===== src/rtl/btb_pkg.sv =====
// Shared types and constants for the BTB write-port controller.
package btb_pkg;

   localparam int INDEX_BITS  = 5;
   localparam int TAG_BITS    = 30 - INDEX_BITS;
   localparam int NUM_ENTRIES = 1 << INDEX_BITS;

   typedef enum logic {INIT, RUN} btbState_e;

   typedef struct packed {
      logic [29:0] pc_hi;
      logic [31:0] target;
      logic        taken;
   } updEntry_t;

   localparam logic [1:0] SNT = 2'b00;
   localparam logic [1:0] WNT = 2'b01;
   localparam logic [1:0] ST  = 2'b11;

   function automatic logic [1:0] satInc(input logic [1:0] c);
      return (c == ST) ? ST : c + 2'b01;
   endfunction

   function automatic logic [1:0] satDec(input logic [1:0] c);
      return (c == SNT) ? SNT : c - 2'b01;
   endfunction

endpackage


===== src/rtl/btb_upd_fifo.sv =====
// Small synchronous FIFO holding resolved-branch updates until the controller
// can turn them into BTB writes; flush empties it in one cycle.
module btb_upd_fifo import btb_pkg::*; #(
   parameter int QDEPTH = 2
) (
   input  logic      clk,
   input  logic      reset,
   input  logic      flush_i,
   input  logic      push_i,
   input  updEntry_t data_i,
   input  logic      pop_i,
   output updEntry_t data_o,
   output logic      full_o,
   output logic      empty_o
);

   localparam int PW = (QDEPTH > 1) ? $clog2(QDEPTH) : 1;
   localparam logic [PW:0] DEPTH_C = (PW + 1)'(QDEPTH);

   logic [PW-1:0] wrPtr_q, rdPtr_q;
   logic [PW:0]   count_q;
   updEntry_t     mem_q [QDEPTH];
   logic          doPush, doPop;

   assign full_o  = (count_q == DEPTH_C);
   assign empty_o = (count_q == '0);
   assign doPush  = push_i && !full_o;
   assign doPop   = pop_i && !empty_o;
   assign data_o  = mem_q[rdPtr_q];

   always_ff @(posedge clk) begin
      if (reset || flush_i) begin
         wrPtr_q <= '0;
         rdPtr_q <= '0;
         count_q <= '0;
      end else begin
         if (doPush) wrPtr_q <= wrPtr_q + 1'b1;
         if (doPop)  rdPtr_q <= rdPtr_q + 1'b1;
         case ({doPush, doPop})
            2'b10:   count_q <= count_q + 1'b1;
            2'b01:   count_q <= count_q - 1'b1;
            default: count_q <= count_q;
         endcase
      end
   end

   // Storage needs no reset: only entries counted by count_q are ever read.
   always_ff @(posedge clk) begin
      if (doPush) mem_q[wrPtr_q] <= data_i;
   end

endmodule


===== src/rtl/btb_ctrl.sv =====
// BTB write-port sequencer: invalidation walk after reset/flush, then queued
// branch-resolution updates; also owns the 2-bit counters gating predictions.
module btb_ctrl import btb_pkg::*; #(
   parameter int QDEPTH = 2
) (
   input  logic                  clk,
   input  logic                  reset,
   input  logic [31:0]           current_pc,
   input  logic                  btb_tag_match,
   input  logic [31:0]           btb_target,
   output logic                  pred_taken,
   output logic [31:0]           pred_target,
   input  logic                  upd_valid,
   output logic                  upd_ready,
   input  logic [31:0]           upd_pc,
   input  logic [31:0]           upd_target,
   input  logic                  upd_taken,
   input  logic                  flush_req,
   output logic                  busy,
   output logic                  btb_we,
   output logic [INDEX_BITS-1:0] btb_index,
   output logic [TAG_BITS-1:0]   btb_tag,
   output logic [31:0]           btb_target_wr,
   output logic                  btb_valid_wr
);

   btbState_e             state_q, state_d;
   logic [INDEX_BITS-1:0] walkIdx_q, walkIdx_d;
   logic [1:0]            ctr_q [NUM_ENTRIES];

   logic                  btbWe_q, btbWe_d;
   logic [INDEX_BITS-1:0] btbIndex_q, btbIndex_d;
   logic [TAG_BITS-1:0]   btbTag_q, btbTag_d;
   logic [31:0]           btbTarget_q, btbTarget_d;
   logic                  btbValid_q, btbValid_d;

   logic                  ctrWe;
   logic [INDEX_BITS-1:0] ctrIdx;
   logic [1:0]            ctrVal;

   logic                  fifoFull, fifoEmpty, fifoPush, fifoPop;
   updEntry_t             pushEntry, headEntry;
   logic [INDEX_BITS-1:0] headIdx;
   logic                  unusedBits;

   assign busy       = (state_q == INIT);
   assign upd_ready  = (state_q == RUN) && !fifoFull;
   // A request handshaken alongside a flush is dropped with the rest of the queue.
   assign fifoPush   = upd_valid && upd_ready && !flush_req;
   assign pushEntry  = '{pc_hi: upd_pc[31:2], target: upd_target, taken: upd_taken};
   assign headIdx    = headEntry.pc_hi[INDEX_BITS-1:0];
   assign unusedBits = ^{current_pc[31:INDEX_BITS+2], current_pc[1:0], upd_pc[1:0]};

   btb_upd_fifo #(.QDEPTH(QDEPTH)) u_fifo (
      .clk     (clk),
      .reset   (reset),
      .flush_i (flush_req),
      .push_i  (fifoPush),
      .data_i  (pushEntry),
      .pop_i   (fifoPop),
      .data_o  (headEntry),
      .full_o  (fifoFull),
      .empty_o (fifoEmpty)
   );

   always_comb begin
      state_d     = state_q;
      walkIdx_d   = walkIdx_q;
      btbWe_d     = 1'b0;
      btbIndex_d  = '0;
      btbTag_d    = '0;
      btbTarget_d = '0;
      btbValid_d  = 1'b0;
      ctrWe       = 1'b0;
      ctrIdx      = headIdx;
      ctrVal      = WNT;
      fifoPop     = 1'b0;

      if (flush_req) begin
         state_d   = INIT;
         walkIdx_d = '0;
      end else begin
         case (state_q)
            INIT: begin
               btbWe_d    = 1'b1;
               btbIndex_d = walkIdx_q;
               ctrWe      = 1'b1;
               ctrIdx     = walkIdx_q;
               ctrVal     = WNT;
               walkIdx_d  = walkIdx_q + 1'b1;
               if (walkIdx_q == {INDEX_BITS{1'b1}}) state_d = RUN;
            end
            RUN: begin
               if (!fifoEmpty) begin
                  fifoPop = 1'b1;
                  ctrWe   = 1'b1;
                  ctrIdx  = headIdx;
                  if (headEntry.taken) begin
                     ctrVal      = satInc(ctr_q[headIdx]);
                     btbWe_d     = 1'b1;
                     btbIndex_d  = headIdx;
                     btbTag_d    = headEntry.pc_hi[29:INDEX_BITS];
                     btbTarget_d = headEntry.target;
                     btbValid_d  = 1'b1;
                  end else begin
                     ctrVal = satDec(ctr_q[headIdx]);
                     // Only a strongly-not-taken entry is worth evicting from the BTB.
                     if (ctrVal == SNT) begin
                        btbWe_d    = 1'b1;
                        btbIndex_d = headIdx;
                     end
                  end
               end
            end
            default: state_d = INIT;
         endcase
      end
   end

   always_ff @(posedge clk) begin
      if (reset) begin
         state_q     <= INIT;
         walkIdx_q   <= '0;
         btbWe_q     <= 1'b0;
         btbIndex_q  <= '0;
         btbTag_q    <= '0;
         btbTarget_q <= '0;
         btbValid_q  <= 1'b0;
      end else begin
         state_q     <= state_d;
         walkIdx_q   <= walkIdx_d;
         btbWe_q     <= btbWe_d;
         btbIndex_q  <= btbIndex_d;
         btbTag_q    <= btbTag_d;
         btbTarget_q <= btbTarget_d;
         btbValid_q  <= btbValid_d;
      end
   end

   always_ff @(posedge clk) begin
      if (reset) begin
         for (int i = 0; i < NUM_ENTRIES; i++) ctr_q[i] <= WNT;
      end else if (ctrWe) begin
         ctr_q[ctrIdx] <= ctrVal;
      end
   end

   assign btb_we        = btbWe_q;
   assign btb_index     = btbIndex_q;
   assign btb_tag       = btbTag_q;
   assign btb_target_wr = btbTarget_q;
   assign btb_valid_wr  = btbValid_q;

   // Lookup sees the counter before any same-cycle update; no bypass by design.
   assign pred_taken  = btb_tag_match && ctr_q[current_pc[INDEX_BITS+1:2]][1] && !busy;
   assign pred_target = pred_taken ? btb_target : 32'h0;

endmodule

===== config.mk =====
export PLATFORM = sky130hd
export DESIGN_NAME = btb_ctrl
export DESIGN_NICKNAME = d
export VERILOG_FILES = /design/src/rtl/btb_pkg.sv /design/src/rtl/btb_upd_fifo.sv /design/src/rtl/btb_ctrl.sv
export SDC_FILE = /design/constraint.sdc
export NUM_CORES = 1
export LEC_CHECK = 0
export CAP_MARGIN = 10
export CORE_ASPECT_RATIO = 2
export CORE_MARGIN = 2
export CORE_UTILIZATION = 54
export DETAILED_ROUTE_END_ITERATION = 6
export DONT_BUFFER_PORTS = 1
export PLACE_DENSITY_LB_ADDON = 0.3
export SETUP_SLACK_MARGIN = 0.4
export SLEW_MARGIN = 20
export SYNTH_ARGS = -nofsm -noshare
export SYNTH_HDL_FRONTEND = slang
export SYNTH_SLANG_ARGS = --single-unit

===== constraint.sdc =====
create_clock -name clk -period 4.2 [get_ports clk]
set_input_delay 0.63 -clock clk [delete_from_list [all_inputs] [get_ports clk]]
set_output_delay 0.63 -clock clk [all_outputs]
set_load 0.03 [all_outputs]

==> flow_results.org <==
** Worst setup path
- Along the worst path, the maximum fanout reaches 32.
- Worst setup EP type :: flop
- Reg2reg end :: ctr_q[20][1]
- Worst setup SP type :: flop
- Critical path type :: reg -> reg
- Register-to-register setup slack :: 570 ps
- Crit path arrival time :: 3870 ps
- The number of cells on the worst reg-to-reg path is 8.
- For the worst setup path, the data required time is 4440 ps.

** Global route
- Vias in the first global route :: 7082
- Maximum number of pins on one net before global-route repair :: 59
- Total grt overflow :: 0
- In the global route stage, overall resource usage came out at 23.1%.
- The first global-routing pass estimated 37.6 mm of wire.
- The number of antenna violations at the first check in global routing came to 1.

** Placement
- Detailed placement finished with a half-perimeter wire length of 17.8 mm.
- The congestion estimate from routability-driven global placement came to 0.882.
- Port buffer count :: 0

** Routing
- Vias :: 6804
- Final routed DRC violation total :: 0
- WL final :: 25.1 mm
- Number of nets with antenna violations after detailed routing :: 0
- In the final routing, the length of wire on met1 measures 7.28 mm.
- Average wire length per cell after detail routing :: 22.4 um
- After detailed routing, the met2 layer carries 14.5 mm of wire.
- Initial DRC count :: 409
- The first detailed-routing pass took 4 iterations.
- Vias per inst :: 6.07
- Highest metal used :: met4
- In the detailed route, the total length drawn on met3 is 1.71 mm.

** Cells and area
- Fill cells in the final layout number 1529.
- Final nets :: 979
- Cells fill 60.6% of the core in the end.
- Layout-stage area growth over the synthesis result :: 10.1%
- Across the whole layout, storage elements account for 7210 um^2.
- Summing all multi-input logic gate instances after layout gives 3470 um^2.
- Of the cells placed in the final design, the portion with a size suffix greater than 1 is 10.7%.

** STA
- Setup repair after global routing missed its margin :: false
- Relative max-transition margin :: 34.6%
- Least-Margin Pin Slew :: 978 ps
- Setup violations remaining at the end of the flow were counted as 0.
- Number of pins exceeding their max-slew limit in the final report :: 0
- Worst Clk Skew :: 13.5 ps
- The worst path uses 86.5% of the clock period.
- Time the worst path needs with I/O delays and setup :: 3630 ps
- The number of endpoints with negative hold slack in the final report was 0.
- For this run, the top clock speed supported by timing is 0.275 GHz.

** Hold path
- For hold timing, the worst endpoint is u_fifo.mem_q[1][37].
- The tightest min-delay check is of the in -> reg type.
- Counting instances, the worst hold path has a depth of 0.
- Launch instance of the worst min-delay path :: upd_pc[6]

** Synthesis
- FF+latch count, synth :: 265
- Synthesis instantiated 53 different standard cells from the library.
- Post-synthesis cell type with the largest combined area :: sky130_fd_sc_hd__edfxtp_1
- The number of nets handed over by synthesis was 985.
- Number of enable-type register cells in the synthesized netlist :: 190
- The share of synthesized area in the top cell type comes to 52.0%.
- Of all flip-flops after synthesis, the portion carrying an async set or reset was 0%.
- Most instantiated library cell after synthesis :: sky130_fd_sc_hd__edfxtp_1
- By count the netlist is led by sky130_fd_sc_hd__edfxtp_1 (190), sky130_fd_sc_hd__nor2_1 (144), sky130_fd_sc_hd__dfxtp_1 (75).
- Yosys printed 0 warnings.
- Commonest register cell after synthesis :: sky130_fd_sc_hd__edfxtp_1
- Cells taking the most area after synthesis :: sky130_fd_sc_hd__edfxtp_1 (52%), sky130_fd_sc_hd__dfxtp_1 (14%), sky130_fd_sc_hd__mux2i_1 (6.5%), sky130_fd_sc_hd__nor2_1 (4.9%), sky130_fd_sc_hd__mux4_2 (2.9%)
- Sequential elements use 65.7% of the synthesized area.
- After technology mapping, the gate count stands at 848.
- After synthesis the cells add up to 11000 um^2.
- Mean instance size in the synthesized netlist :: 12.9 um^2

** Clock tree
- TritonCTS clock tree :: built
- CTS resizes :: 0
- Buffer cell driving the clock tree root :: sky130_fd_sc_hd__clkbuf_16
- CTS Hold Bufs :: 0
- Buffers added to address setup during post-CTS repair amount to 0.
- Clock sink count :: 265
- Insertion delay of the later-clocked pin in the worst-skew pair :: 510 ps
- CTS built an H-tree with a depth of 1.
- Clock tree synthesis inserted a total of 22 buffers.
- Clock Tree Buf Depth :: 3
- Clock-pin slew was measured on the worst setup and hold paths at 70 ps.

** Floorplanning
- Die W :: 105 um
- During I/O placement, the number of pins put on the boundary was 233.
- Floorplan die area :: 21500 um^2
- Chip Height :: 205 um
- For this configuration, the core starts out at a cell density of 55.1%.
- The floorplan step defined a core boundary enclosing 19900 um^2.
- The initialized floorplan defines 73 standard-cell rows.

** Flow run
- Count of maximum capacitance violations :: 0

** Pwr
- Leak pwr :: 3.91 nW
- Overall power of the completed layout :: 5.09 mW
- IR analysis of the VDD net gives a maximum drop of 0.555 mV.
- Power spread over the standard cell area amounts to 422 nW/um^2.

** Run status
- The flow ran to the end, and the final reports show no timing, DRC or antenna violations.
## stage by stage
stage / cells / cell area [um^2] / setup slack [ps] / TNS [ps] / hold slack, ps
after floorplan: 848 / 11000 / -291 / -36600 / 453
after global placement: 1080 / 11300 / 685 / 0 / 461
after detailed placement: 1080 / 11300 / 588 / 0 / 465
after CTS: 1120 / 12100 / 545 / 0 / 190
after global routing: 1121 / 12100 / 458 / 0 / 183
final: 1121 / 12100 / 566 / 0 / 213
## cells by family (layout without fill, tap and decap cells)
| family | Yosys count | count (layout) | synth area share, % |
|---|---|---|---|
| compound gates | 149 | 149 | 9.38 |
| xor+xnor | 7 | 7 | 0.559 |
| fa+ha+maj | 3 | 3 | 0.342 |
| buf+inv | 65 | 75 | 2.77 |
| flops | 265 | 265 | 65.7 |
| mux | 91 | 91 | 10.1 |
| other cells | 0 | 1 | 0 |
| simple gates | 268 | 268 | 11.1 |
## area by class of cell
class                           instances  area share, %
Clock buffer                           28           5.01
Sequential cell                       265           59.7
Tap cell                              262           2.72
Clock inverter                         12           1.55
Multi-Input combinational cell        518           28.8
Antenna cell                            1         0.0207
Timing Repair Buffer                   26           1.93
Inverter                                9          0.280
## layout by cell type (no fill, tap or decap), drive strengths merged, types with 5 or more instances in the layout
master	instances
a21boi	21
a21o	12
a21oi	16
a221oi	8
a22oi	9
and2	32
buf	26
bufinv	5
clkbuf	28
clkinv	5
dfxtp	75
edfxtp	190
inv	9
mux2	5
mux2i	72
mux4	14
nand2	31
nand2b	25
nand3	11
nor2	144
nor3	8
o21ai	33
o21bai	11
o22ai	19
or2	5
## flip-flops by register name, indices dropped and copies added, names as in the netlist, named ones only
register	flops
ctr_q	64
u_fifo.rdPtr_q	1
btb_we	1
btb_target_wr	32
walkIdx_q	5
u_fifo.wrPtr_q	1
state_q	1
u_fifo.mem_q	126
btb_tag	25
u_fifo.count_q	2
btb_index	5
btb_valid_wr	1
## layer usage
layer	track usage (%)	vias up
met4	15.2	0
met5	0	-
met3	4.53	82
met1	20.3	3282
li1	-	3069
met2	45.8	371
## where the power goes
part / leakage [nW] / switching, mW / internal [mW]
sequential: 2.28 / 0.0136 / 2.81
clock: 0.381 / 0.867 / 1.33
combinational: 1.25 / 0.0432 / 0.0344
## how the worst max path moves through the flow
stage / startpoint / cells after the start / end / slack [ps]
floorplan: state_q / 4 / u_fifo.mem_q[0][0] / -290
global placement: flop / 8 / ctr_q[4][1] / 690
detailed placement: flop / 8 / ctr_q[20][1] / 590
CTS: flop / 8 / ctr_q[20][1] / 550
global route: flop / 9 / ctr_q[20][1] / 460
finish: flop / 8 / ctr_q[20][1] / 570
## critical path, stage by stage, from the launching register on
cell and delay (ps):
sky130_fd_sc_hd__dfxtp_4 520, sky130_fd_sc_hd__mux2i_4 690, sky130_fd_sc_hd__mux4_2 660, sky130_fd_sc_hd__a22oi_1 380, sky130_fd_sc_hd__nor2_1 110, sky130_fd_sc_hd__or2_1 310, sky130_fd_sc_hd__o32ai_4 300, sky130_fd_sc_hd__buf_12 230
sky130_fd_sc_hd__a21boi_0 130
No activity file was read; power rests on OpenSTA's default activity.
